===== config.mk =====
export PLATFORM = sky130hd
export DESIGN_NAME = period_tracker
export DESIGN_NICKNAME = d
export VERILOG_FILES = /design/src/rtl/period_tracker.sv
export SDC_FILE = /design/constraint.sdc
export NUM_CORES = 1
export LEC_CHECK = 0
export ABC_CLOCK_PERIOD_IN_PS = 1900
export CAP_MARGIN = 15
export CORE_MARGIN = 2
export CORE_UTILIZATION = 41
export DETAILED_ROUTE_END_ITERATION = 16
export PLACE_DENSITY = 0.75
export SETUP_SLACK_MARGIN = 0.4
export SKIP_CTS_REPAIR_TIMING = 1
export SLEW_MARGIN = 20
export SYNTH_ARGS = -nofsm -noshare
export SYNTH_HDL_FRONTEND = slang
export SYNTH_SLANG_ARGS = --single-unit

===== constraint.sdc =====
create_clock -name clk -period 1.9 [get_ports clk]
set_input_delay 0.475 -clock clk [delete_from_list [all_inputs] [get_ports clk]]
set_output_delay 0.475 -clock clk [all_outputs]
set_load 0.01 [all_outputs]

===== src/rtl/period_tracker.sv =====
// Period tracker: locks onto a pulse stream arriving every PERIOD +/- TOLERANCE
// cycles, flywheels through missing events and tags each forwarded word.
module period_tracker #(
    parameter int DATA_WIDTH = 48,
    parameter int PERIOD     = 100,
    parameter int TOLERANCE  = 4,
    parameter int LOCK_COUNT = 3,
    parameter int MISS_LIMIT = 2,
    localparam int PW        = $clog2(PERIOD + TOLERANCE + 2)
) (
    input  logic                  clk,
    input  logic                  reset,
    input  logic                  in_valid,
    input  logic [DATA_WIDTH-1:0] in_data,
    output logic                  out_valid,
    output logic [DATA_WIDTH-1:0] out_data,
    output logic                  out_in_window,
    output logic [PW-1:0]         out_phase,
    output logic                  locked,
    output logic                  sync_pulse,
    output logic                  missed
);
    localparam int GW = $clog2(LOCK_COUNT + 1);
    localparam int MW = $clog2(MISS_LIMIT + 1);

    localparam logic [PW-1:0] SAT      = PW'(PERIOD + TOLERANCE + 1);
    localparam logic [PW-1:0] LATE     = PW'(PERIOD + TOLERANCE);
    localparam logic [PW-1:0] EARLY    = PW'(PERIOD - TOLERANCE);
    localparam logic [PW-1:0] REANCHOR = PW'(TOLERANCE + 1);
    localparam logic [PW-1:0] ANCHOR   = PW'(1);

    typedef enum logic [1:0] {SEARCH, ACQUIRE, LOCKED} state_t;

    state_t          state, state_n;
    logic [PW-1:0]   elapsed, elapsed_n;
    logic [GW-1:0]   good, good_n;
    logic [MW-1:0]   misses, misses_n;
    logic            sync_n, missed_n, in_win;

    assign in_win = (elapsed >= EARLY) && (elapsed <= LATE);

    always_comb begin
        state_n   = state;
        good_n    = good;
        misses_n  = misses;
        sync_n    = 1'b0;
        missed_n  = 1'b0;
        elapsed_n = (elapsed == SAT) ? SAT : elapsed + PW'(1);
        case (state)
            SEARCH: begin
                if (in_valid) begin
                    elapsed_n = ANCHOR;
                    good_n    = GW'(1);
                    state_n   = ACQUIRE;
                end
            end
            ACQUIRE: begin
                if (in_valid) begin
                    elapsed_n = ANCHOR;
                    if (in_win) begin
                        good_n = good + GW'(1);
                        if (good + GW'(1) == GW'(LOCK_COUNT)) begin
                            state_n  = LOCKED;
                            misses_n = '0;
                            sync_n   = 1'b1;
                        end
                    end else begin
                        good_n = GW'(1);
                    end
                end else if (elapsed == LATE) begin
                    state_n = SEARCH;
                    good_n  = '0;
                end
            end
            LOCKED: begin
                // Early events are glitches: forwarded but never re-anchor timing.
                if (in_valid && in_win) begin
                    elapsed_n = ANCHOR;
                    misses_n  = '0;
                    sync_n    = 1'b1;
                end else if (!in_valid && elapsed == LATE) begin
                    elapsed_n = REANCHOR;
                    sync_n    = 1'b1;
                    missed_n  = 1'b1;
                    misses_n  = misses + MW'(1);
                    if (misses + MW'(1) == MW'(MISS_LIMIT)) begin
                        state_n = SEARCH;
                        good_n  = '0;
                    end
                end
            end
            default: state_n = SEARCH;
        endcase
    end

    always_ff @(posedge clk) begin
        if (reset) begin
            state         <= SEARCH;
            elapsed       <= SAT;
            good          <= '0;
            misses        <= '0;
            out_valid     <= 1'b0;
            out_data      <= '0;
            out_in_window <= 1'b0;
            out_phase     <= '0;
            locked        <= 1'b0;
            sync_pulse    <= 1'b0;
            missed        <= 1'b0;
        end else begin
            state         <= state_n;
            elapsed       <= elapsed_n;
            good          <= good_n;
            misses        <= misses_n;
            out_valid     <= in_valid;
            out_data      <= in_data;
            out_in_window <= in_valid && in_win && (state != SEARCH);
            out_phase     <= elapsed;
            locked        <= (state_n == LOCKED);
            sync_pulse    <= sync_n;
            missed        <= missed_n;
        end
    end
endmodule

## Word-level counts from Yosys, hierarchy flattened

Cells that the tools add are included.

- Muxes and demuxes: 34
- Magnitude comparators: 2
- Equal/unequal tests: 16
- Add/subtract/negate cells: 3
- Bitwise logic cells: 1
- Reduce and logical (&&, ||, !) cells: 13

Operators by type and width:

| kind | count |
|---|---|
| $mux W2 | 20 |
| $mux W7 | 4 |
| $eq A7 B7 Y1 const B | 2 |
| $ne A2 B2 Y1 const B | 7 |
| $pmux W7 S2 | 1 |
| $pmux W2 S3 | 2 |
| $eq A2 B2 Y1 const B | 4 |
| $add A7 B1 Y7 const B | 1 |
| $ge A7 B7 Y1 const B | 1 |
| $le A7 B7 Y1 const B | 1 |
| $ne A3 B3 Y1 const B | 2 |
| $reduce_and A6 Y1 | 1 |
| $mux W1 | 5 |
| $reduce_and A5 Y1 | 1 |
| $add A2 B1 Y2 const B | 2 |
| $logic_and A1 B1 Y1 | 4 |
| $pmux W2 S2 | 1 |
| $reduce_bool A2 Y1 | 2 |
| $reduce_bool A3 Y1 | 1 |
| $reduce_or A3 Y1 | 1 |
| $eq A2 B1 Y1 const B | 1 |
| $logic_not A2 Y1 | 1 |
| $pmux W1 S2 | 1 |
| $reduce_or A2 Y1 | 1 |
| 2 further kinds | 2 |

- Output and inout bits: 60
- Word-level logic and storage cells: 80
- Input port bits: 51
- Flip-flop bits (word level): 73

## Logic depth before layout (Yosys ltp)

Gate-level depths: netlist (run 1).

- Word-level depth: 7
- Gate-level depth with buffers: 8
- Gate-level depth less buffers: 7

## Worst setup path before layout (run 1)

Ideal clock, no wire load.

- Kind: input -> register
- Start: input in_valid
- End: register misses[0]
- Data required time: 1829 ps
- Cell stages on the path: 6
- Path buffers: 1
- Setup slack: 136 ps
- Library setup time: 71 ps
- Arrival time: 1694 ps
- Cells stage by stage: buf_6 > and4bb_2 > nand3_2 > o22a_1 > or3_1 > a21oi_1

- Word-level cells in the longest chain between the ends: 4
- Elaborated cells between the ends (all ways): 8
- Those cells by class: eq/ne: 2; mux: 2; reduce/logical: 4

RTL lines:

| item | RTL line | text |
|---|---|---|
| from (decl) | 13 | `input logic in_valid,` |
| $logic_not A1 Y1 | 81 | `end else if (!in_valid && elapsed == LATE) begin` |
| $logic_and A1 B1 Y1 | 81 |  |
| $ne A3 B3 Y1 (no line) | -- |  |
| $reduce_and A5 Y1 (no line) | -- |  |
| to (signal assigned) | 113 | `misses <= misses_n;` |
| to (decl) | 37 | `logic [MW-1:0] misses, misses_n;` |

Parallel ways exist; a longest one is shown, timed or not.
A chain may end at the register's enable or synchronous reset.

## Worst setup path after layout (run 1)

- Start: register elapsed[0]
- End: register misses[1]

- Word-level cells in the longest chain between the ends: 5
- Elaborated cells between the ends (all ways): 11
- Those cells by class: order compare: 2; eq/ne: 3; mux: 2; reduce/logical: 4

RTL lines:

| item | RTL line | text |
|---|---|---|
| from (decl) | 35 | `logic [PW-1:0] elapsed, elapsed_n;` |
| from (signal assigned) | 111 | `elapsed <= elapsed_n;` |
| $ge A7 B7 Y1 or $le A7 B7 Y1 (tied branches) | 40 | `assign in_win = (elapsed >= EARLY) && (elapsed <= LATE);` |
| $logic_and A1 B1 Y1 | 40 |  |
| $logic_and A1 B1 Y1 | 77 | `if (in_valid && in_win) begin` |
| $ne A3 B3 Y1 (no line) or $mux W2 (tied branches) | -- |  |
| $reduce_and A5 Y1 (no line) or $pmux W2 S2 (tied branches) | -- |  |

Parallel ways exist; a longest one is shown, timed or not.

==> impl_results.md, run 1 <==
- Filler cells: approximately 420
- Rel. slew slack: 0.799
- FFs w/ async S/R, synth: 0
- Chip width: ~83 um
- Hold Path Stages: 2
- Post-Synthesis Cells: ~240
- Final setup fails: 0
- N_diodes: 0
- Clock period minus worst slack: approximately 1.7 ns
- Total grt overflow: 0
- Reg2reg start: elapsed[0]
- Clock sink count: between 70 and 80
- CTS Buf Count: 9
- Clk network pwr share: 0.361
- Min-Delay Path Class: flip-flop to flip-flop
- RSZ-0062 raised after global routing: yes
- Root Buffer: clkbuf_8
- IO Pins: ~110
- Critical R2R Capture: misses[1]
- Crit path max fanout: 3
- CORE AREA: just under 0.006 sq mm
- Critical path's slowest cell: or3_4
- Initial antenna violation count: 0
- Post-synth net total: around 300
- Max VDD drop: roughly 0.46 mV
- WL per Instance: between 15 and 20 um
- Pwr Density: between 700 and 800 mW/mm^2
- Syn avg cell area: between 10 and 15 sq um
- WL final: just under 7000 um
- Max-Cap Viols: 0
- Clock buffer depth: 2
- Design area: between 0.004 and 0.005 sq mm
- DP HPWL: 4400 um
- Worst slew pin tran: 0.301 ns
- Number of global-route vias before repair: between 1500 and 2000
- Fraction of layout cells with a size suffix above 1: 0.184
- First-pass GRT wire length: around 9000 um
- FP Rows: 28
- Gate power share: 0.161
- GR Util All Layers: 0.181
- Depth of the most critical reg-to-reg path: 7
- Critical-path cell list: inv_2 -> ha_4 -> and4bb_2 -> nand3_4 -> o22a_1 -> or3_4 -> a21oi_2
- Most frequent cells in the layout: dfxtp_1, dlymetal6s2s_1, nor2b_1
- Sequential Area: roughly 0.0015 sq mm
- Critical path's largest stage delay: 0.38 ns
- Vias/cell: approximately 4.7
- Warnings, synthesis: 0
- Hold_sp: misses[0]
- Clock latency on the worst-skew pair: 0.34 ns
- Vias: 2100
- P_leak: 2.52 nW
- Placer Congestion: 0.823
- CP Buf/Inv Count: 1
- DRC: 0
- Antenna-violating nets left: 0
- Initial Util: 0.426
- Switching Share: 0.240
- Post-Place Cell Area: roughly 0.0038 sq mm
- Hold_ws: between 0.4 and 0.5 ns
- Hold worst-path end: misses[0]
- Crit path max-delay family: simple AND/OR/NAND/NOR gates
- Critical path depth: 7
- DRT iter0 DRCs: slightly below 80
- #FFs+latches synth: 73
- Final Hold Fails: 0
- Area occupied by multi-input gates: between 0.001 and 0.0015 sq mm
- CTS tree: built
- Critical Path Source Type: flip-flop
- Fmax: between 500 and 600 MHz
- Layout net count: ~430
- FF-to-FF setup slack: a little under 0.2 ns
- Sequential fraction of the synthesis area: 0.577
- Sequential share of power: 0.478
- Die Ht: approximately 83 um
- Critical path endpoint category: flip-flop
- Htree depth: 3
- Area grow syn2layout: 71.0%
- Top FF cell, synth: dfxtp_1
- Arrival time worst endpoint: 1.99 ns
- Die area: between 0.006 and 0.007 sq mm
- Outcome: finished clean
- EDFF count, synth: 0
- Clock transition at the registers of the reported paths: around 0.07 ns
- Layout Skew: ~0.0041 ns
- Pin count of the biggest net entering global routing: 72
- Req. time, crit path: approximately 2.2 ns
- # port buffers: 110
- Most common cell after layout, fill and taps aside: dfxtp_1
- Slew Viols, Final: 0
- Final period utilization: 0.898
- Sw power: between 0.8 and 0.9 mW
- P_int: ~2.6 mW
- TNS Setup: 0 ns
- Router iterations before antenna repair: 4
- Synthesized area: about 0.0025 sq mm
- Synth cell types: 42
- Final Power: about 3.4 mW
- Crit Path Class: flip-flop to flip-flop
## state kept, by name, summed over array words and instances (netlist names), 2 cells and up
| signal | flops |
|---|---|
| misses | 2 |
| out_data | 48 |
| state | 2 |
| good | 2 |
| out_phase | 7 |
| elapsed | 7 |
## worst reg2reg max path: stages, from the launching register on
cell and delay, ns:
dfxtp_2 0.33, inv_2 0.08, ha_4 0.15, and4bb_2 0.27
nand3_4 0.09, o22a_1 0.24, or3_4 0.38, a21oi_2 0.11
## cell type report
| type | count | area share |
|---|---|---|
| sequential | 73 | 0.339 |
| timing repair buffer | 129 | 0.327 |
| multi-input combinational | 142 | 0.255 |
| clock buffer | 11 | 0.0349 |
| tap | 75 | 0.0216 |
| clock inverter | 5 | 0.0124 |
| inverter | 10 | 0.00924 |
## stage by stage
stage                     utilization  cells  worst slack, ns
after floorplan                     -    238            0.166
after global placement          0.637    425           -0.155
after detailed placement        0.637    425           -0.202
after CTS                       0.671    441           0.0887
after global routing            0.728    445            0.103
final                           0.728    445            0.193
## cell usage after synthesis, types with 2 or more instances
master    count  share of area
a211o_1       3          0.010
a21oi_1       6          0.012
and3_1        3         0.0074
clkbuf_1     11          0.016
dfxtp_1      73           0.58
ha_1          9          0.044
inv_1        10          0.015
mux2i_1       4          0.016
nand2_1       5         0.0074
nand3_1       4         0.0079
nor2_1       14          0.021
nor2b_1      54           0.13
nor3b_1       2         0.0059
o211ai_1      2         0.0059
o21ai_0       3         0.0059
o21bai_1      3         0.0089
or3_1         4         0.0099
xnor2_1       3          0.010
xor2_1        2         0.0069
## metal layers
metal / routed length, um / vias to the layer above / global-route usage
met5: 0 / - / 0
met4: 110 / 0 / 0.105
met3: 556 / 8 / 0.0489
met2: 3290 / 90 / 0.282
met1: 2860 / 970 / 0.223
li1: - / 1032 / -
## worst max-delay path by stage
stage                     startpoint          to  slack [ns]
final                     elapsed[0]   misses[1]        0.19
after floorplan             in_valid   misses[1]        0.17
after CTS                 elapsed[0]  elapsed[1]        0.09
after global routing      elapsed[0]   misses[0]        0.10
after global placement      in_valid   misses[1]       -0.15
after detailed placement    in_valid   misses[1]       -0.20
## kinds of logic after synthesis
logic type / share of synthesized area
fa+ha+maj: 0.0444
buf+inv: 0.0375
compound gates: 0.0844
xor+xnor: 0.0173
simple gates: 0.224
mux: 0.0158
flops: 0.577
## power by group through the flow
stage	logic, mW	registers (mW)	clock network (mW)
after global placement	0.498	1.67	0
after detailed placement	0.502	1.68	0
after CTS	0.506	1.64	1.26
after global routing	0.598	1.65	1.34
after floorplan	0.175	1.71	0
final	0.554	1.64	1.24
(Power assumes the default switching activity.)
==> run 2, diff against run 1 <==
- ABC_AREA: default -> 1
- CORE_UTILIZATION: 41 -> 42
- PLACE_DENSITY: 0.75 -> 0.76
- RECOVER_POWER: default -> 25
==> run 2 against run 1 <==
Compared with the run above: sequential share of layout area rose by 0.87 points; die area increased by 1.2%; non-clock buffer count decreased by 15.
==> impl_results.md, run 2 <==
- Synth area leader: dfxtp_1
- Htree depth: 3
- First-pass GRT wire length: about 10000 um
- Chip width: around 83 um
- Final Hold Fails: 0
- Crit path max-delay family: buffers and inverters
- Clock latency on the worst-skew pair: between 0.3 and 0.4 ns
- FFs w/ async S/R, synth: 0
- Fraction of layout cells with a size suffix above 1: 0.105
- Synth top cells by count: nor2_1, dfxtp_1, inv_1
- Critical R2R Capture: elapsed[5]
- DRC: 0
- Top-count cell post-synth: nor2_1
- # port buffers: 110
- Initial antenna violation count: 0
- Most frequent cells in the layout: nor2_1, inv_1, dfxtp_1
- EDFF count, synth: 0
- Critical path depth: 3
- Number of global-route vias before repair: around 2200
- FP Rows: 28
- Top FF cell, synth: dfxtp_1
- Post-Synthesis Cells: approximately 320
- RSZ-0062 raised after global routing: yes
- N_diodes: 0
- CTS Buf Count: 9
- Max reg flops: between 40 and 50
- Worst slew pin tran: around 0.69 ns
- Min-Delay Path Class: flip-flop to flip-flop
- Depth of the most critical reg-to-reg path: 9
- Arrival time worst endpoint: approximately 1.8 ns
- Max-Cap Viols: 0
- CP Buf/Inv Count: 2
- Synth cell types: 25
- Crit Path Class: input port to flip-flop
- DRT iter0 DRCs: 87
- Clock transition at the registers of the reported paths: approximately 0.08 ns
- #FFs+latches synth: 73
- Die Ht: between 80 and 90 um
- Pwr Density: a little over 800 mW/mm^2
- TNS Setup: 0 ns
- Most common cell after layout, fill and taps aside: nor2_1
- Rel. slew slack: 0.539
- Outcome: finished clean
- End of the critical path: out_data[1]
- WL final: approximately 6600 um
- Final WS setup: between 0.3 and 0.4 ns
- FF-to-FF setup slack: ~0.46 ns
- Vias/cell: approximately 4.5
- Vias: 2350
- Area grow syn2layout: 60.3%
- Crit path max fanout: 33
- Final setup fails: 0
- Req. time, crit path: ~2.1 ns
- Top cells by area, synth: dfxtp_1, nor2_1, inv_1
- Filler cells: 461
- Syn avg cell area: between 8 and 9 sq um
- Biggest register: out_data
- Total grt overflow: 0
- Initial Util: 0.439
- Root Buffer: clkbuf_8
- Die area: about 0.0069 sq mm
- Post-place setup slack: -0.0221 ns
- Synthesized area: 0.00263 sq mm
- Critical-path cell list: clkbuf_1 -> clkbuf_2 -> nor2_1
- WL per Instance: approximately 13 um
- Layout net count: roughly 500
- Post-synth top area share: 0.556
- Pin count of the biggest net entering global routing: 34
- Critical path endpoint category: flip-flop
- Layout Skew: around 0.0051 ns
- CTS tree: built
- Clock period minus worst slack: about 1.6 ns
- Router iterations before antenna repair: 4
- CORE AREA: ~0.006 sq mm
- Final period utilization: 0.834
- Reg2reg start: elapsed[0]
- IO Pins: approximately 110
- P_leak: 2.76 nW
- Final Power: ~3.4 mW
- Clock buffer depth: 2
- Fmax: ~630 MHz
- Slew Viols, Final: 0
- Critical Path Source Type: input port
- Post-synth net total: about 380
- Antenna-violating nets left: 0
- Critical path's largest stage delay: 0.64 ns
- Clock sink count: 73
- DP HPWL: about 4500 um
- Largest regs: out_data (48), elapsed (7), out_phase (7)
- Placer Congestion: between 0.9 and 1
- GR Util All Layers: 0.187
- Setup crit start: reset
- Sequential fraction of the synthesis area: 0.556
- Warnings, synthesis: 0
- Max VDD drop: just under 0.6 mV
- Critical path's slowest cell: clkbuf_2
## run 2: cell count changes after synthesis, sizes merged, moves of 6 or more
cell | before | now
nand3 | 5 | 14
inv | 10 | 75
nand2 | 5 | 38
clkbuf | 11 | 3
o21ai | 3 | 9
nor2b | 54 | 0
nor2 | 14 | 80
## run 2: stage by stage
stage	utilization	area (sq um)	cells	hold slack, ns
6_report	0.703	4210	521	0.506
5_1_grt	0.703	4210	521	0.528
4_1_cts	0.667	3990	519	0.478
3_5_place_dp	0.634	3800	503	0.489
3_3_place_gp	0.634	3800	503	0.475
2_1_floorplan	-	2630	324	0.444
## run 2: how the worst min path moves through the flow
stage	startpoint	endpoint	slack, ns	cells after the start
3_5_place_dp	elapsed[2]	out_phase[2]	0.49	2
4_1_cts	reset	out_phase[5]	0.48	2
5_1_grt	elapsed[1]	out_phase[1]	0.53	2
6_report	elapsed[1]	out_phase[1]	0.51	2
3_3_place_gp	elapsed[2]	out_phase[2]	0.47	2
2_1_floorplan	elapsed[6]	out_phase[6]	0.44	2
## run 2: cells by family (layout without fill, tap and decap cells)
family,Yosys count,after routing,share of synthesized area
buffers and inverters,83,205,0.120
flip-flops,73,73,0.556
AND/OR/NAND/NOR,144,144,0.249
AO/OA/AOI/OAI,14,14,0.0286
XOR/XNOR,1,1,0.00333
adder cells (fa/ha/maj),9,9,0.0428
## run 2: tightest hold or removal path, stage by stage (launching register included)
cell,delay (ns)
dfxtp_2,0.34
inv_2,0.08
nor2_1,0.04
## run 2: layer usage
metal	up-vias	track usage	part of all wire
li1	1184	-	-
met1	1044	0.217	0.41
met2	109	0.305	0.50
met3	13	0.0656	0.068
met4	0	0.0969	0.022
met5	-	0	0
## run 2: layout make-up
type | count | area [sq um] | area share
sequential | 73 | 1470 | 0.348
timing repair buffer | 114 | 1270 | 0.302
multi-input combinational | 168 | 907 | 0.215
inverter | 75 | 282 | 0.0668
clock buffer | 10 | 128 | 0.0303
tap | 75 | 93.8 | 0.0223
clock inverter | 6 | 66.3 | 0.0157
## run 2: power by group
group,switching (mW),internal [mW]
logic,0.280,0.287
clock network,0.585,0.609
registers,0.0398,1.62
total,0.905,2.52
==> run 3, diff against run 2 <==
- ABC_CLOCK_PERIOD_IN_PS: 1900 -> 1300
- CORE_UTILIZATION: 42 -> 38
- PLACE_DENSITY: 0.76 -> 0.73
- clock period: 1.9 -> 1.3 ns (I/O delays scaled with it)
==> run 3 against run 2 <==
Compared with the run above: the run now ends with negative setup slack left; power increased by 49%; non-clock buffer count increased by 22; register-to-register slack got worse by 0.55 ns; sequential power increased by 47%; count of clock-buffer cells in the layout increased by 1; core utilization decreased by 8.5 points; combinational power increased by 62%; sequential share of layout area increased by 0.97 points; die area increased by 10%; first-iteration DRC count decreased by 20%; largest power group unchanged; highest routed layer unchanged.
==> impl_results.md, run 3 (synthesized netlist as in run 2, its figures left out) <==
- FP Rows: 30
- Final Util: 0.619
- Post-Place Cell Area: about 0.004 sq mm
- Final setup fails: 14
- Final Hold Fails: 0
- GR Util All Layers: 0.160
- RSZ-0062 raised after global routing: yes
- Crit Path Class: flip-flop to flip-flop
- WL per Instance: 11.3 um
- Die area: around 0.0076 sq mm
- N_diodes: 0
- Worst slew pin tran: 0.413 ns
- Antenna-violating nets left: 0
- Critical path endpoint category: flip-flop
- Design area: between 0.004 and 0.005 sq mm
- Clk network pwr share: 0.343
- Pin count of the biggest net entering global routing: 44
- Clock buffer depth: 2
- Vias: between 2000 and 2500
- CORE AREA: 0.00676 sq mm
- Clock sink count: 73
- Vias/cell: roughly 4.3
- Largest regs: out_data (48), elapsed (7), out_phase (7)
- # port buffers: between 100 and 150
- Arrival time worst endpoint: about 1.6 ns
- Pwr Density: 1220 mW/mm^2
- Min-Delay Path Class: input port to flip-flop
- Most frequent cells in the layout: nor2_1, inv_1, dfxtp_1
- Fraction of layout cells with a size suffix above 1: 0.363
- Htree depth: 3
- Crit path max fanout: 5
- Clock transition at the registers of the reported paths: approximately 0.070 ns
- P_int: approximately 3.8 mW
- Filler cells: approximately 570
- Root Buffer: clkbuf_8
- DRC: 0
- Initial Util: 0.389
- Slew Viols, Final: 0
- Sw power: roughly 1.3 mW
- Gate power share: 0.180
- TNS Setup: -0.706 ns
- CTS Buf Count: 9
- Fmax: around 720 MHz
- Rel. slew slack: 0.725
- Critical Path Source Type: flip-flop
- Switching Share: 0.260
- First-pass GRT wire length: roughly 9600 um
- Hold_ws: approximately 0.26 ns
- Final period utilization: 1.07
- Failing checks: negative setup slack
- Layout net count: ~520
- Max-Cap Viols: 0
- Clock period minus worst slack: 1.39 ns
- Final WS setup: -0.0855 ns
- Final Power: 5.11 mW
- Critical path's largest stage delay: around 0.38 ns
- Max VDD drop: about 0.77 mV
- Clock latency on the worst-skew pair: 0.34 ns
- Chip width: between 80 and 90 um
- Die Ht: 87.2 um
- IO Pins: between 100 and 150
- Layout Skew: around 0.0075 ns
- DRT iter0 DRCs: 70
- Placer Congestion: 0.888
- Biggest register: out_data
- Outcome: complete, but fails checks
- Critical path's slowest cell: dfxtp_4
- WL final: roughly 6000 um
- Most common cell after layout, fill and taps aside: nor2_1
- Critical-path cell list: inv_2 -> ha_2 -> nor2_4 -> nor2_1 -> inv_1 -> nand4_1 -> o21ai_1 -> inv_1
- CTS tree: built
- Most used cell, CP: inv_1
- P_leak: around 2.1 nW
- DP HPWL: around 4600 um
- Router iterations before antenna repair: 4
- Req. time, crit path: between 1.5 and 2 ns
- Number of global-route vias before repair: 2231
- Initial antenna violation count: 0
- Max reg flops: 48
- Total grt overflow: 0
- Area grow syn2layout: 59.0%
- Sequential share of power: 0.477
-- run 3: changes by cell type in the layout (fill, tap and decap cells not counted), moves of 4 or more --
cell	change
nor2_2	+5
nand2_1	-4
nor2_1	-5
dlymetal6s2s_1	-60
nand2_2	+4
buf_6	+17
dfxtp_1	-19
buf_4	+24
dfxtp_2	+17
buf_2	+44
-- run 3: layer usage --
metal,routed length [um],global-route usage,up-vias
met5,0,0,-
li1,-,-,1225
met2,2970,0.278,79
met4,131,0.0587,0
met3,459,0.0578,16
met1,2620,0.180,1019
-- run 3: per-stage QoR --
step,cells,worst slack (ns)
final,548,-0.0855
after detailed placement,529,-0.468
after CTS,545,-0.248
after global routing,548,-0.184
after global placement,529,-0.389
after floorplan,324,0.0377
-- run 3: power groups by stage --
stage / clock network [mW] / registers (mW) / logic, mW
floorplan: 0 / 2.53 / 0.381
global placement: 0 / 2.47 / 0.901
detailed placement: 0 / 2.48 / 0.916
CTS: 1.80 / 2.42 / 0.922
global route: 1.90 / 2.45 / 1.02
finish: 1.75 / 2.44 / 0.917
-- run 3: layout make-up --
| class | instances | area [sq um] | area share |
|---|---|---|---|
| inverters | 75 | 287 | 0.0686 |
| multi-input cells | 168 | 1000 | 0.240 |
| clock inverters | 5 | 55.1 | 0.0132 |
| repair buffers | 136 | 1100 | 0.263 |
| flip-flops and latches | 73 | 1490 | 0.357 |
| well taps | 80 | 100 | 0.0240 |
| clock buffers | 11 | 141 | 0.0338 |
-- run 3: final timing paths --
path | slack [ns] | to | startpoint | depth (start not counted)
worst max-delay path | -0.09 | elapsed[6] | state[1] | 8
worst min-delay path | 0.26 | out_phase[0] | reset | 2
worst max register to register | -0.09 | elapsed[6] | state[1] | 8
worst min register to register | 0.48 | out_phase[6] | elapsed[6] | 2
-- run 3: worst max-delay path: cells and delay by family, from the launching register on --
kind	cells	cell delay (ns)
AO/OA/AOI/OAI	1	0.11
AND/OR/NAND/NOR	3	0.34
flip-flops	1	0.38
buffers and inverters	3	0.23
adder cells (fa/ha/maj)	1	0.21
